File: src/rtl/data_memory_pkg.sv
// data_memory_pkg: shared formats, state encoding and field indices for the data memory bridge.
package data_memory_pkg;
  typedef enum logic [1:0] {BYTE, HALF, WORD, DOUBLE} mem_format_e;
  localparam int UNSIGNED_BIT = 2;
  typedef enum logic [1:0] {IDLE, BEAT0, BEAT1, RESPOND} bridge_state_e;
endpackage

File: src/rtl/data_memory_bridge_lane_extender.sv
// lane_extender: masks an LSB-justified load to its size and sign/zero-extends it.
module lane_extender
  import data_memory_pkg::*;
#(
  parameter int DATA_WIDTH = 32
) (
  input  logic [DATA_WIDTH-1:0] acc,
  input  logic [2:0]            fmt,
  output logic [DATA_WIDTH-1:0] ext
);
  int   n;
  logic top;
  always_comb begin
    n = 8 << fmt[1:0];
    n = n > DATA_WIDTH ? DATA_WIDTH : n;
    top = 1'b0;
    for (int i = 0; i < DATA_WIDTH; i++) if (i == n - 1) top = ~fmt[UNSIGNED_BIT] & acc[i];
    for (int i = 0; i < DATA_WIDTH; i++) ext[i] = i < n ? acc[i] : top;
  end
endmodule

File: src/rtl/data_memory_bridge.sv
// data_memory_bridge: LSU-to-bus load/store bridge with wait states and two-beat split of
// boundary-crossing accesses.
module data_memory_bridge
  import data_memory_pkg::*;
#(
  parameter int DATA_WIDTH       = 32,
  parameter int ADDRESS_WIDTH    = 32,
  parameter bit ALLOW_MISALIGNED = 1'b1
) (
  input  logic                      clock,
  input  logic                      reset_n,
  input  logic                      req_valid,
  output logic                      req_ready,
  input  logic                      read_enable,
  input  logic                      write_enable,
  input  logic [2:0]                data_format,
  input  logic [ADDRESS_WIDTH-1:0]  address,
  input  logic [DATA_WIDTH-1:0]     write_data,
  output logic                      resp_valid,
  output logic                      resp_fault,
  output logic [DATA_WIDTH-1:0]     read_data,
  output logic [ADDRESS_WIDTH-1:0]  bus_address,
  output logic [DATA_WIDTH-1:0]     bus_write_data,
  output logic [DATA_WIDTH/8-1:0]   bus_byte_enable,
  output logic                      bus_read_enable,
  output logic                      bus_write_enable,
  input  logic                      bus_ready,
  input  logic [DATA_WIDTH-1:0]     bus_read_data
);
  localparam int BYTES = DATA_WIDTH / 8;
  localparam int OW    = $clog2(BYTES);
  localparam int OW1   = OW + 1;
  localparam int WB    = 2 * BYTES;
  bridge_state_e state, next;
  logic rd_q, wr_q, cross_q, fault_q;
  logic [2:0] fmt_q;
  logic [ADDRESS_WIDTH-1:0] addr_q, base;
  logic [DATA_WIDTH-1:0] wdata_q, acc, ext;
  logic [OW-1:0] in_off, off_q;
  logic [3:0] in_size, size_q;
  logic in_cross, bad;
  logic [OW+2:0] sh0;
  logic [OW+3:0] sh1;
  logic [WB-1:0] be_wide;
  logic [2*DATA_WIDTH-1:0] wd_wide;
  assign in_off   = address[OW-1:0];
  assign in_size  = 4'd1 << data_format[1:0];
  assign in_cross = (5'(in_off) + 5'(in_size)) > 5'(BYTES);
  assign bad      = (read_enable == write_enable) || (DATA_WIDTH == 32 && data_format[1:0] == DOUBLE)
                    || (!ALLOW_MISALIGNED && in_cross);
  assign off_q   = addr_q[OW-1:0];
  assign size_q  = 4'd1 << fmt_q[1:0];
  assign base    = {addr_q[ADDRESS_WIDTH-1:OW], {OW{1'b0}}};
  assign sh0     = {off_q, 3'b000};
  assign sh1     = {OW1'(BYTES) - {1'b0, off_q}, 3'b000};
  // Both beats' lanes come from one double-width shift: low half is beat 0, high half beat 1.
  assign be_wide = ((WB'(1) << size_q) - WB'(1)) << off_q;
  assign wd_wide = {{DATA_WIDTH{1'b0}}, wdata_q} << sh0;
  lane_extender #(.DATA_WIDTH(DATA_WIDTH)) u_ext (.acc(acc), .fmt(fmt_q), .ext(ext));
  always_ff @(posedge clock) begin
    if (!reset_n) begin
      state   <= IDLE;
      rd_q    <= 1'b0;
      wr_q    <= 1'b0;
      cross_q <= 1'b0;
      fault_q <= 1'b0;
      fmt_q   <= '0;
      addr_q  <= '0;
      wdata_q <= '0;
      acc     <= '0;
    end else begin
      state <= next;
      if (state == IDLE && req_valid) begin
        rd_q    <= read_enable;
        wr_q    <= write_enable;
        cross_q <= in_cross;
        fault_q <= bad;
        fmt_q   <= data_format;
        addr_q  <= address;
        wdata_q <= write_data;
        acc     <= '0;
      end
      if (state == BEAT0 && bus_ready) acc <= bus_read_data >> sh0;
      if (state == BEAT1 && bus_ready) acc <= acc | (bus_read_data << sh1);
    end
  end
  always_comb begin
    next             = state;
    bus_address      = '0;
    bus_byte_enable  = '0;
    bus_write_data   = '0;
    bus_read_enable  = 1'b0;
    bus_write_enable = 1'b0;
    case (state)
      IDLE: next = req_valid ? (bad ? RESPOND : BEAT0) : IDLE;
      BEAT0: begin
        bus_address      = base;
        bus_byte_enable  = be_wide[BYTES-1:0];
        bus_write_data   = wd_wide[DATA_WIDTH-1:0];
        bus_read_enable  = rd_q;
        bus_write_enable = wr_q;
        next             = bus_ready ? (cross_q ? BEAT1 : RESPOND) : BEAT0;
      end
      BEAT1: begin
        bus_address      = base + ADDRESS_WIDTH'(BYTES);
        bus_byte_enable  = be_wide[WB-1:BYTES];
        bus_write_data   = wd_wide[2*DATA_WIDTH-1:DATA_WIDTH];
        bus_read_enable  = rd_q;
        bus_write_enable = wr_q;
        next             = bus_ready ? RESPOND : BEAT1;
      end
      default: next = IDLE;
    endcase
  end
  assign req_ready  = state == IDLE;
  assign resp_valid = state == RESPOND;
  assign resp_fault = resp_valid & fault_q;
  assign read_data  = (resp_valid && rd_q && !fault_q) ? ext : '0;
endmodule
File: config.mk
export PLATFORM = sky130hd
export DESIGN_NAME = data_memory_bridge
export DESIGN_NICKNAME = d
export VERILOG_FILES = /design/src/rtl/data_memory_pkg.sv /design/src/rtl/data_memory_bridge_lane_extender.sv /design/src/rtl/data_memory_bridge.sv
export SDC_FILE = /design/constraint.sdc
export NUM_CORES = 1
export LEC_CHECK = 0
export CELL_PAD_IN_SITES_DETAIL_PLACEMENT = 0
export CELL_PAD_IN_SITES_GLOBAL_PLACEMENT = 2
export CORE_ASPECT_RATIO = 1.1
export CORE_UTILIZATION = 30
export DETAILED_ROUTE_END_ITERATION = 10
export GPL_ROUTABILITY_DRIVEN = 0
export PLACE_DENSITY = 0.95
export SLEW_MARGIN = 10
export SYNTH_ARGS = -nofsm -noshare
export SYNTH_HDL_FRONTEND = slang
export SYNTH_HIERARCHICAL = 1
export SYNTH_SLANG_ARGS = --single-unit
File: constraint.sdc
create_clock -name clock -period 6.7 [get_ports clock]
set_input_delay 0.67 -clock clock [delete_from_list [all_inputs] [get_ports clock]]
set_output_delay 0.67 -clock clock [all_outputs]
set_load 0.05 [all_outputs]
==> results of run 1 <==
cells in the mapped netlist (all sizes together) (12+ instances only):
library cell	n
nand2	210
dfxtp	105
a21boi	81
clkbuf	70
mux2i	56
o21ai	53
and2	48
a21oi	43
buf	39
nor2b	31
nand3	30
a31oi	28
a22oi	26
nor2	26
o2bb2ai	24
and3	17
o22ai	16
ha	14
inv	12
nor3	12
layout make-up:
type	instances	area [µm²]
multi-input combinational	850	5376
inverter	15	56.30
tap	352	440.4
timing repair buffer	219	2157
clock buffer	10	239.0
sequential	105	2107
antenna	1	2.502
fill	2749	15690
clock inverter	6	73.82
logic make-up (layout without fill, tap and decap cells):
| group | after synthesis | count (layout) | synth area share, % |
|---|---|---|---|
| XOR/XNOR | 3 | 3 | 0.3281 |
| other | 3 | 6 | 0.1406 |
| adder cells (fa/ha/maj) | 15 | 15 | 2.437 |
| buffers and inverters | 124 | 250 | 6.764 |
| flip-flops | 105 | 105 | 26.25 |
| AND/OR/NAND/NOR | 426 | 426 | 26.07 |
| AO/OA/AOI/OAI | 335 | 335 | 29.61 |
| multiplexers | 66 | 66 | 8.405 |
power by group through the flow:
stage	clock network, mW	registers [mW]	logic (mW)
floorplan	0	0.776	0.604
global placement	0	0.821	0.826
detailed placement	0	0.824	0.833
CTS	0.593	0.809	0.838
global route	0.615	0.825	0.913
finish	0.577	0.811	0.836
metal layers:
layer  up-vias  GRT usage, %
met2       264         32.64
met5         -             0
met4         0         10.36
met1      3926         28.05
li1       4097             -
met3        51         2.375
critical path, stage by stage (launching register included):
cell             delay (ns)
dfxtp_1                0.63
or2_2                  0.51
ha_1                   0.20
inv_1                  0.06
ha_1                   0.19
or2_2                  0.13
ha_1                   0.14
or4b_4                 0.47
or4_1                  0.91
a31oi_1                0.30
and2_1                 0.15
clkdlybuf4s50_1        0.81
sequential cells by signal, summed over array words and instances (netlist names):
signal   count
state        2
cross_q      1
acc         32
rd_q         1
wdata_q     32
wr_q         1
fault_q      1
addr_q      32
fmt_q        3
stage by stage:
step	total power [mW]	cell area (µm²)	instances	hold WS, ns	setup slack, ns
floorplan	1.380	8016	1079	0.4388	2.833
global placement	1.648	10140	1541	0.4534	1.674
detailed placement	1.657	10140	1541	0.4680	1.587
CTS	2.240	10450	1557	0.4793	1.178
global route	2.352	10450	1558	0.5077	0.9229
finish	2.224	10450	1558	0.4845	1.162
path summary, 6_finish.rpt:
check | cells past startpoint | slack [ns] | to
max | 11 | 1.16 | read_data[12]
min | 2 | 0.48 | rd_q
max reg2reg | 7 | 3.22 | acc[0]
min reg2reg | 2 | 0.48 | rd_q
==> run summary, run 1 <==
Nets -> 1320
Vias in the first global route -> 7814
#FFs+latches synth -> 105
Total GRT Usage -> 20.83%
Slew Viols, Final -> 0
Peak Freq -> 180.6 MHz
Cell taking the most area after synthesis -> dfxtp_1
Slew margin rel. -> 28.99%
Synth Cell Area -> 8009 µm²
Die area -> 27350 µm²
Final Hold Viols -> 0
Final wirelength -> 28820 µm
Worst Hold Class -> flip-flop to flip-flop
Max VDD drop -> 0.1342 mV
FP Rows -> 62
Unrepaired setup endpoints after global routing -> false
Core Region -> 26140 µm²
TritonCTS Buffers -> 9
Worst EP arrival -> 4.87 ns
Slew of the pin with the lowest slew margin -> 1.065 ns
Post_cts resized -> 0
Final TNS setup -> 0 ns
CTS Buffer Depth -> 2
Die X -> 157.8 µm
Initial antenna violation count -> 1
Commonest cells after routing, fill and taps aside -> nand2_1 (209), clkdlybuf4s50_1 (206), dfxtp_1 (103)
CTS tree -> built
Status -> complete, no violations
CP required -> 6.03 ns
TritonRoute pass-1 iters -> 5
GRT overflow -> 0
Comb pwr share -> 37.6%
Final worst path period need -> 5.538 ns
Synth top area cells -> dfxtp_1 (26%), nand2_1 (9.8%), a21boi_0 (7.6%)
Worst Path Max Fanout -> 30
WL met1 -> 12960 µm
Leakage -> 3.795 nW
Clock group share of total power -> 26.0%
DRT iter0 DRCs -> 733
Startpoint types -> flip-flop
Syn_area_per_cell -> 7.436 µm²
Vias -> 8338
Power Dens Cells -> 212.8 nW/µm²
FFs w/ async S/R, synth -> 0%
Synth unique cells -> 68
NetSw -> 0.8798 mW
Top Ports -> 210
Setup Viol. Count Final -> 0
Largest net degree at the start of global routing -> 106
Leading cell type in the layout, fill and taps excluded -> nand2_1
Clock sinks -> 105
First-pass GRT wire length -> 44150 µm
Skew-Pair Late Insertion Delay -> 0.37 ns
Crit Path Class -> flip-flop to output port
I/O Buffers -> 207
Syn. warnings -> 6
Sw Share -> 39.56%
Area delta synth->final -> 30.51%
WL met2 -> 13360 µm
Total of max-cap violations -> 0
Max Used Layer -> met4
Crit share post-route -> 82.66%
Post-Synthesis Cells -> 1077
Element type at the critical path end -> output port
Clock root buffer -> clkbuf_16
Setup bufs post-CTS -> 0
Post-synth EDFFs -> 0
Ys flop type -> dfxtp_1
Sequential power share -> 36.5%
Clock slew at reported path FFs -> 0.08 ns
Worst Clk Skew -> 0.006950 ns
ANT nets after route -> 0
H-tree depth -> 3
Cell-internal power -> 1.344 mW
Wire per inst -> 18.49 µm
Die height -> 173.4 µm
DR vias/cell -> 5.352
R2R Path Start -> addr_q[0]
Initial Utilization -> 30.64%
Area share of the largest cell type after synthesis -> 26.25%
Met3 wire length -> 1382 µm
Launch point of the worst path -> fmt_q[1]
Post-route DRC -> 0
Share of cells above drive strength 1 -> 5.477%
HP Start -> rd_q
Core Util, Final -> 39.98%
Sequential share of the synthesized area -> 26.25%
Final HPWL DP -> 20350 µm
Cts hold-fix bufs -> 0
Power figures use the tool's default switching activity.
==> run 2, diff against run 1 <==
CORE_UTILIZATION = 28   (was 30)
PLACE_DENSITY = 0.9   (was 0.95)
clock period = 5.2 ns   (was 6.7 ns; I/O delays follow)
==> run summary, run 2 (synthesis results as in run 1) <==
Skew-Pair Late Insertion Delay -> 0.37 ns (about the same)
Die area -> 29280 µm² (+7.1%)
Leading cell type in the layout, fill and taps excluded -> nand2_1
Slew of the pin with the lowest slew margin -> 1.048 ns (-0.01710 ns)
Area delta synth->final -> 30.56% (about the same)
Initial Utilization -> 28.66% (-2.0 points)
TritonRoute pass-1 iters -> 6 (+1)
Worst Hold Class -> flip-flop to flip-flop
Clock sinks -> 105 (unchanged)
Worst EP arrival -> 4.14 ns (-0.73 ns)
Final wirelength -> 29590 µm (+2.7%)
CP required -> 4.68 ns (-1.35 ns)
Power Dens Cells -> 270.4 nW/µm² (+27%)
Commonest cells after routing, fill and taps aside -> nand2_1 (209), clkdlybuf4s50_1 (205), dfxtp_1 (103)
Total GRT Usage -> 19.79% (-1.0 points)
Max VDD drop -> 0.1353 mV (+0.87%)
Wire per inst -> 18.85 µm (+1.9%)
CTS Buffer Depth -> 2 (unchanged)
DR vias/cell -> 5.304 (-0.90%)
Unrepaired setup endpoints after global routing -> false
Clock root buffer -> clkbuf_16
Clock slew at reported path FFs -> 0.09 ns (about the same)
Core Region -> 27950 µm² (+6.9%)
Crit share post-route -> 89.70%
DP Area -> 10160 µm² (+0.26%)
Largest net degree at the start of global routing -> 63 (-41%)
Biggest regs -> acc: 32 flops, addr_q: 32 flops, wdata_q: 32 flops
TritonCTS Buffers -> 9 (unchanged)
Nets -> 1322 (+0.15%)
Post-route DRC -> 0 (unchanged)
Final HPWL DP -> 21450 µm (+5.4%)
Top Ports -> 210 (unchanged)
Total of max-cap violations -> 0 (unchanged)
Status -> complete, no violations
Dpl ws -> 0.6529 ns (-0.9342 ns)
Cts hold-fix bufs -> 0 (unchanged)
FP Rows -> 64 (+3.2%)
Share of cells above drive strength 1 -> 5.717% (+0.24 points)
Leakage -> 3.795 nW (unchanged)
Setup Viol. Count Final -> 0 (unchanged)
Core Util, Final -> 37.41% (-2.6 points)
Worst Path Max Fanout -> 25 (-17%)
Startpoint types -> flip-flop
# diodes -> 0 (-1)
Initial antenna violation count -> 0 (-1)
First-pass GRT wire length -> 45110 µm (+2.2%)
Slew Viols, Final -> 0 (unchanged)
Hold path depth -> 2 (unchanged)
Die X -> 163.3 µm (+3.5%)
Slew margin rel. -> 30.13% (+1.1 points)
DRT iter0 DRCs -> 609 (-17%)
Final TNS setup -> 0 ns (unchanged)
GRT overflow -> 0 (unchanged)
Worst Clk Skew -> 0.01532 ns (+0.008371 ns)
Final Cell Area -> 10460 µm² (about the same)
Vias -> 8327 (-0.13%)
Final Hold Viols -> 0 (unchanged)
CTS tree -> built
Element type at the critical path end -> output port
Fin worst setup slack -> 0.5358 ns (-0.6262 ns)
Peak Freq -> 214.4 MHz
Die height -> 179.4 µm (+3.5%)
Reg2reg path depth -> 7 (unchanged)
Vias in the first global route -> 7967 (+2.0%)
H-tree depth -> 3 (unchanged)
Final worst path period need -> 4.664 ns
I/O Buffers -> 207 (unchanged)
Crit Path Class -> flip-flop to output port
ANT nets after route -> 0 (unchanged)
run 2: through the flow:
step | power [mW] | std cells | hold WS [ns]
CTS | 2.843 | 1570 | 0.4833
global route | 2.990 | 1570 | 0.5159
global placement | 2.135 | 1554 | 0.4545
floorplan | 1.778 | 1079 | 0.4388
detailed placement | 2.143 | 1554 | 0.4707
finish | 2.827 | 1570 | 0.4805
run 2: report_power, final:
part	internal [mW]	switching, mW	leakage (nW)
clock network	0.337	0.359	0.141
registers	0.916	0.125	0.864
logic	0.423	0.668	2.79
total	1.68	1.15	3.79
run 2: worst paths after layout:
path                   endpoint  slack (ns)  startpoint
setup / recovery  read_data[13]        0.54    fmt_q[0]
hold / removal             wr_q        0.48        wr_q
setup reg to reg         acc[4]        1.72   addr_q[0]
hold reg to reg            wr_q        0.48        wr_q
run 2: layout make-up:
type | count | area, µm²
repair buffers | 221 | 2170
inverters | 15 | 56.30
clock inverters | 6 | 60.06
fillers | 2936 | 17490
flip-flops and latches | 105 | 2107
clock buffers | 10 | 229.0
multi-input cells | 850 | 5380
well taps | 363 | 454.2
run 2: timing repair:
item	CTS	global route
resized for setup	0	1
setup buffers	0	0
setup endpoints to repair	0	1
run 2: layer usage:
metal / global-route usage [%] / part of all wire (%)
met3: 2.601 / 4.9
met2: 32.22 / 47
met1: 26.64 / 46
met4: 7.087 / 2.5
met5: 0 / 0
run 2: critical path: stages, from the launching register on:
cell and delay [ns]:
dfxtp_1 0.39, or2_2 0.36, ha_1 0.20, inv_1 0.06
ha_1 0.19, or2_2 0.13, ha_1 0.13, or4b_4 0.46
or4_4 0.68, a31oi_1 0.22, and2_1 0.14, clkdlybuf4s50_1 0.80
==> run 3, diff against run 2 <==
CTS_BUF_LIST = sky130_fd_sc_hd__clkbuf_16   (was not set)
==> run summary, run 3 (synthesis results as in run 1) <==
Status -> complete, no violations
Biggest regs -> acc: 32 flops, addr_q: 32 flops, wdata_q: 32 flops
GRT overflow -> 0 (unchanged)
Hold_ws -> 0.4809 ns (+0.0004070 ns)
Top Ports -> 210 (unchanged)
Die height -> 179.4 µm (unchanged)
Peak Freq -> 213.5 MHz (-0.40%)
Startpoint types -> flip-flop
Slew margin rel. -> 30.81% (+0.68 points)
Final worst path period need -> 4.683 ns (+0.01881 ns)
Initial Utilization -> 28.66% (unchanged)
Clock root buffer -> clkbuf_16
Worst Hold Class -> flip-flop to flip-flop
Worst Path Buf+Inv -> 2 (unchanged)
Total GRT Usage -> 19.79% (unchanged)
Unrepaired setup endpoints after global routing -> false
DR vias/cell -> 5.303 (about the same)
Skew-Pair Late Insertion Delay -> 0.37 ns (about the same)
Final Hold Viols -> 0 (unchanged)
ANT nets after route -> 0 (unchanged)
DRT iter0 DRCs -> 574 (-5.7%)
Crit Path Class -> flip-flop to output port
Dpl ws -> 0.6529 ns (unchanged)
Worst Clk Skew -> 0.01490 ns (-0.0004206 ns)
Area delta synth->final -> 30.56% (unchanged)
DP Area -> 10160 µm² (unchanged)
Fin worst setup slack -> 0.5170 ns (-0.01881 ns)
Worst EP arrival -> 4.16 ns (+0.02 ns)
Die area -> 29280 µm² (unchanged)
Total of max-cap violations -> 0 (unchanged)
Leakage -> 3.799 nW (+0.11%)
Slew of the pin with the lowest slew margin -> 1.038 ns (-0.01020 ns)
Worst Path Max Fanout -> 25 (unchanged)
CP peak stage delay -> 0.80 ns (about the same)
Commonest cells after routing, fill and taps aside -> nand2_1 (209), clkdlybuf4s50_1 (205), dfxtp_1 (103)
CTS tree -> built
H-tree depth -> 3 (unchanged)
Leading cell type in the layout, fill and taps excluded -> nand2_1
Clock slew at reported path FFs -> 0.09 ns (about the same)
Slew Viols, Final -> 0 (unchanged)
Vias in the first global route -> 7968 (+0.013%)
I/O Buffers -> 207 (unchanged)
# diodes -> 0 (unchanged)
Vias -> 8325 (-0.024%)
Core Util, Final -> 37.41% (unchanged)
Crit share post-route -> 90.06% (+0.36 points)
Power Dens Cells -> 270.5 nW/µm² (about the same)
CP required -> 4.68 ns (about the same)
Element type at the critical path end -> output port
Clock sinks -> 105 (unchanged)
Setup Viol. Count Final -> 0 (unchanged)
Initial antenna violation count -> 0 (unchanged)
Crit path max-delay family -> simple AND/OR/NAND/NOR gates
Largest net degree at the start of global routing -> 63 (unchanged)
CTS Buffer Depth -> 2 (unchanged)
Nets -> 1322 (unchanged)
CP max-delay cell -> clkdlybuf4s50_1
Final HPWL DP -> 21450 µm (unchanged)
Layout Cells excl Fill -> 1570 (unchanged)
Setup bufs post-CTS -> 0 (unchanged)
Wire per inst -> 18.86 µm (about the same)
Crit path top cell by count -> ha_1
TritonCTS Buffers -> 9 (unchanged)
TritonRoute pass-1 iters -> 5 (-1)
First-pass GRT wire length -> 45110 µm (about the same)
Die X -> 163.3 µm (unchanged)
Post-route DRC -> 0 (unchanged)
Final wirelength -> 29610 µm (about the same)
Core Region -> 27950 µm² (unchanged)
Share of cells above drive strength 1 -> 5.717% (unchanged)
Final TNS setup -> 0 ns (unchanged)
Max VDD drop -> 0.1356 mV (+0.20%)
Crit-path cells -> or2_2 -> ha_1 -> inv_1 -> ha_1 -> or2_2 -> ha_1 -> or4b_4 -> or4_4 -> a31oi_1 -> and2_1 -> clkdlybuf4s50_1
FP Rows -> 64 (unchanged)
Placed Cells -> 1554 (unchanged)
Total power -> 2.829 mW (about the same)
Cts hold-fix bufs -> 0 (unchanged)
Final Cell Area -> 10460 µm² (unchanged)
-- run 3: cell count changes in the layout (fill, tap and decap cells not counted), sizes merged --
cell    change
clkbuf      -1
inv         +1
-- run 3: power breakdown --
group | total [mW] | internal [mW] | switching, mW | leakage [nW]
Combinational | 1.09 | 0.423 | 0.669 | 2.79
Clock | 0.695 | 0.336 | 0.360 | 0.145
Sequential | 1.04 | 0.916 | 0.125 | 0.864
-- run 3: worst min-delay path: stages, from the launching register on --
cell and delay (ns):
dfxtp_1 0.32, nand2_1 0.05, a21boi_0 0.07
-- run 3: per-layer routing --
metal | global-route usage (%) | routed length (µm) | share of wire, % | vias to the layer above
li1 | - | - | - | 4099
met1 | 26.62 | 13760 | 46 | 3946
met2 | 32.24 | 13820 | 47 | 240
met3 | 2.601 | 1293 | 4.4 | 40
met4 | 7.087 | 737 | 2.5 | 0
met5 | 0 | 0 | 0 | -
-- run 3: timing repair --
item / 4_1_cts / 5_1_grt
endpoints found under the hold margin: 0 / 0
endpoints found under the setup margin: 0 / 1
resized for setup: 0 / 1
-- run 3: worst paths after layout --
path | slack (ns) | from | to | depth (start not counted)
setup / recovery | 0.52 | fmt_q[0] | read_data[13] | 11
hold / removal | 0.48 | wr_q | wr_q | 2
setup reg to reg | 1.70 | addr_q[0] | acc[4] | 7
hold reg to reg | 0.48 | wr_q | wr_q | 2
-- run 3: cell type report --
| class | instances | area, µm² |
|---|---|---|
| fill | 2936 | 17490 |
| clock buffer | 9 | 225.2 |
| timing repair buffer | 221 | 2170 |
| tap | 363 | 454.2 |
| sequential | 105 | 2107 |
| multi-input combinational | 850 | 5380 |
| inverter | 15 | 56.30 |
| clock inverter | 7 | 63.81 |
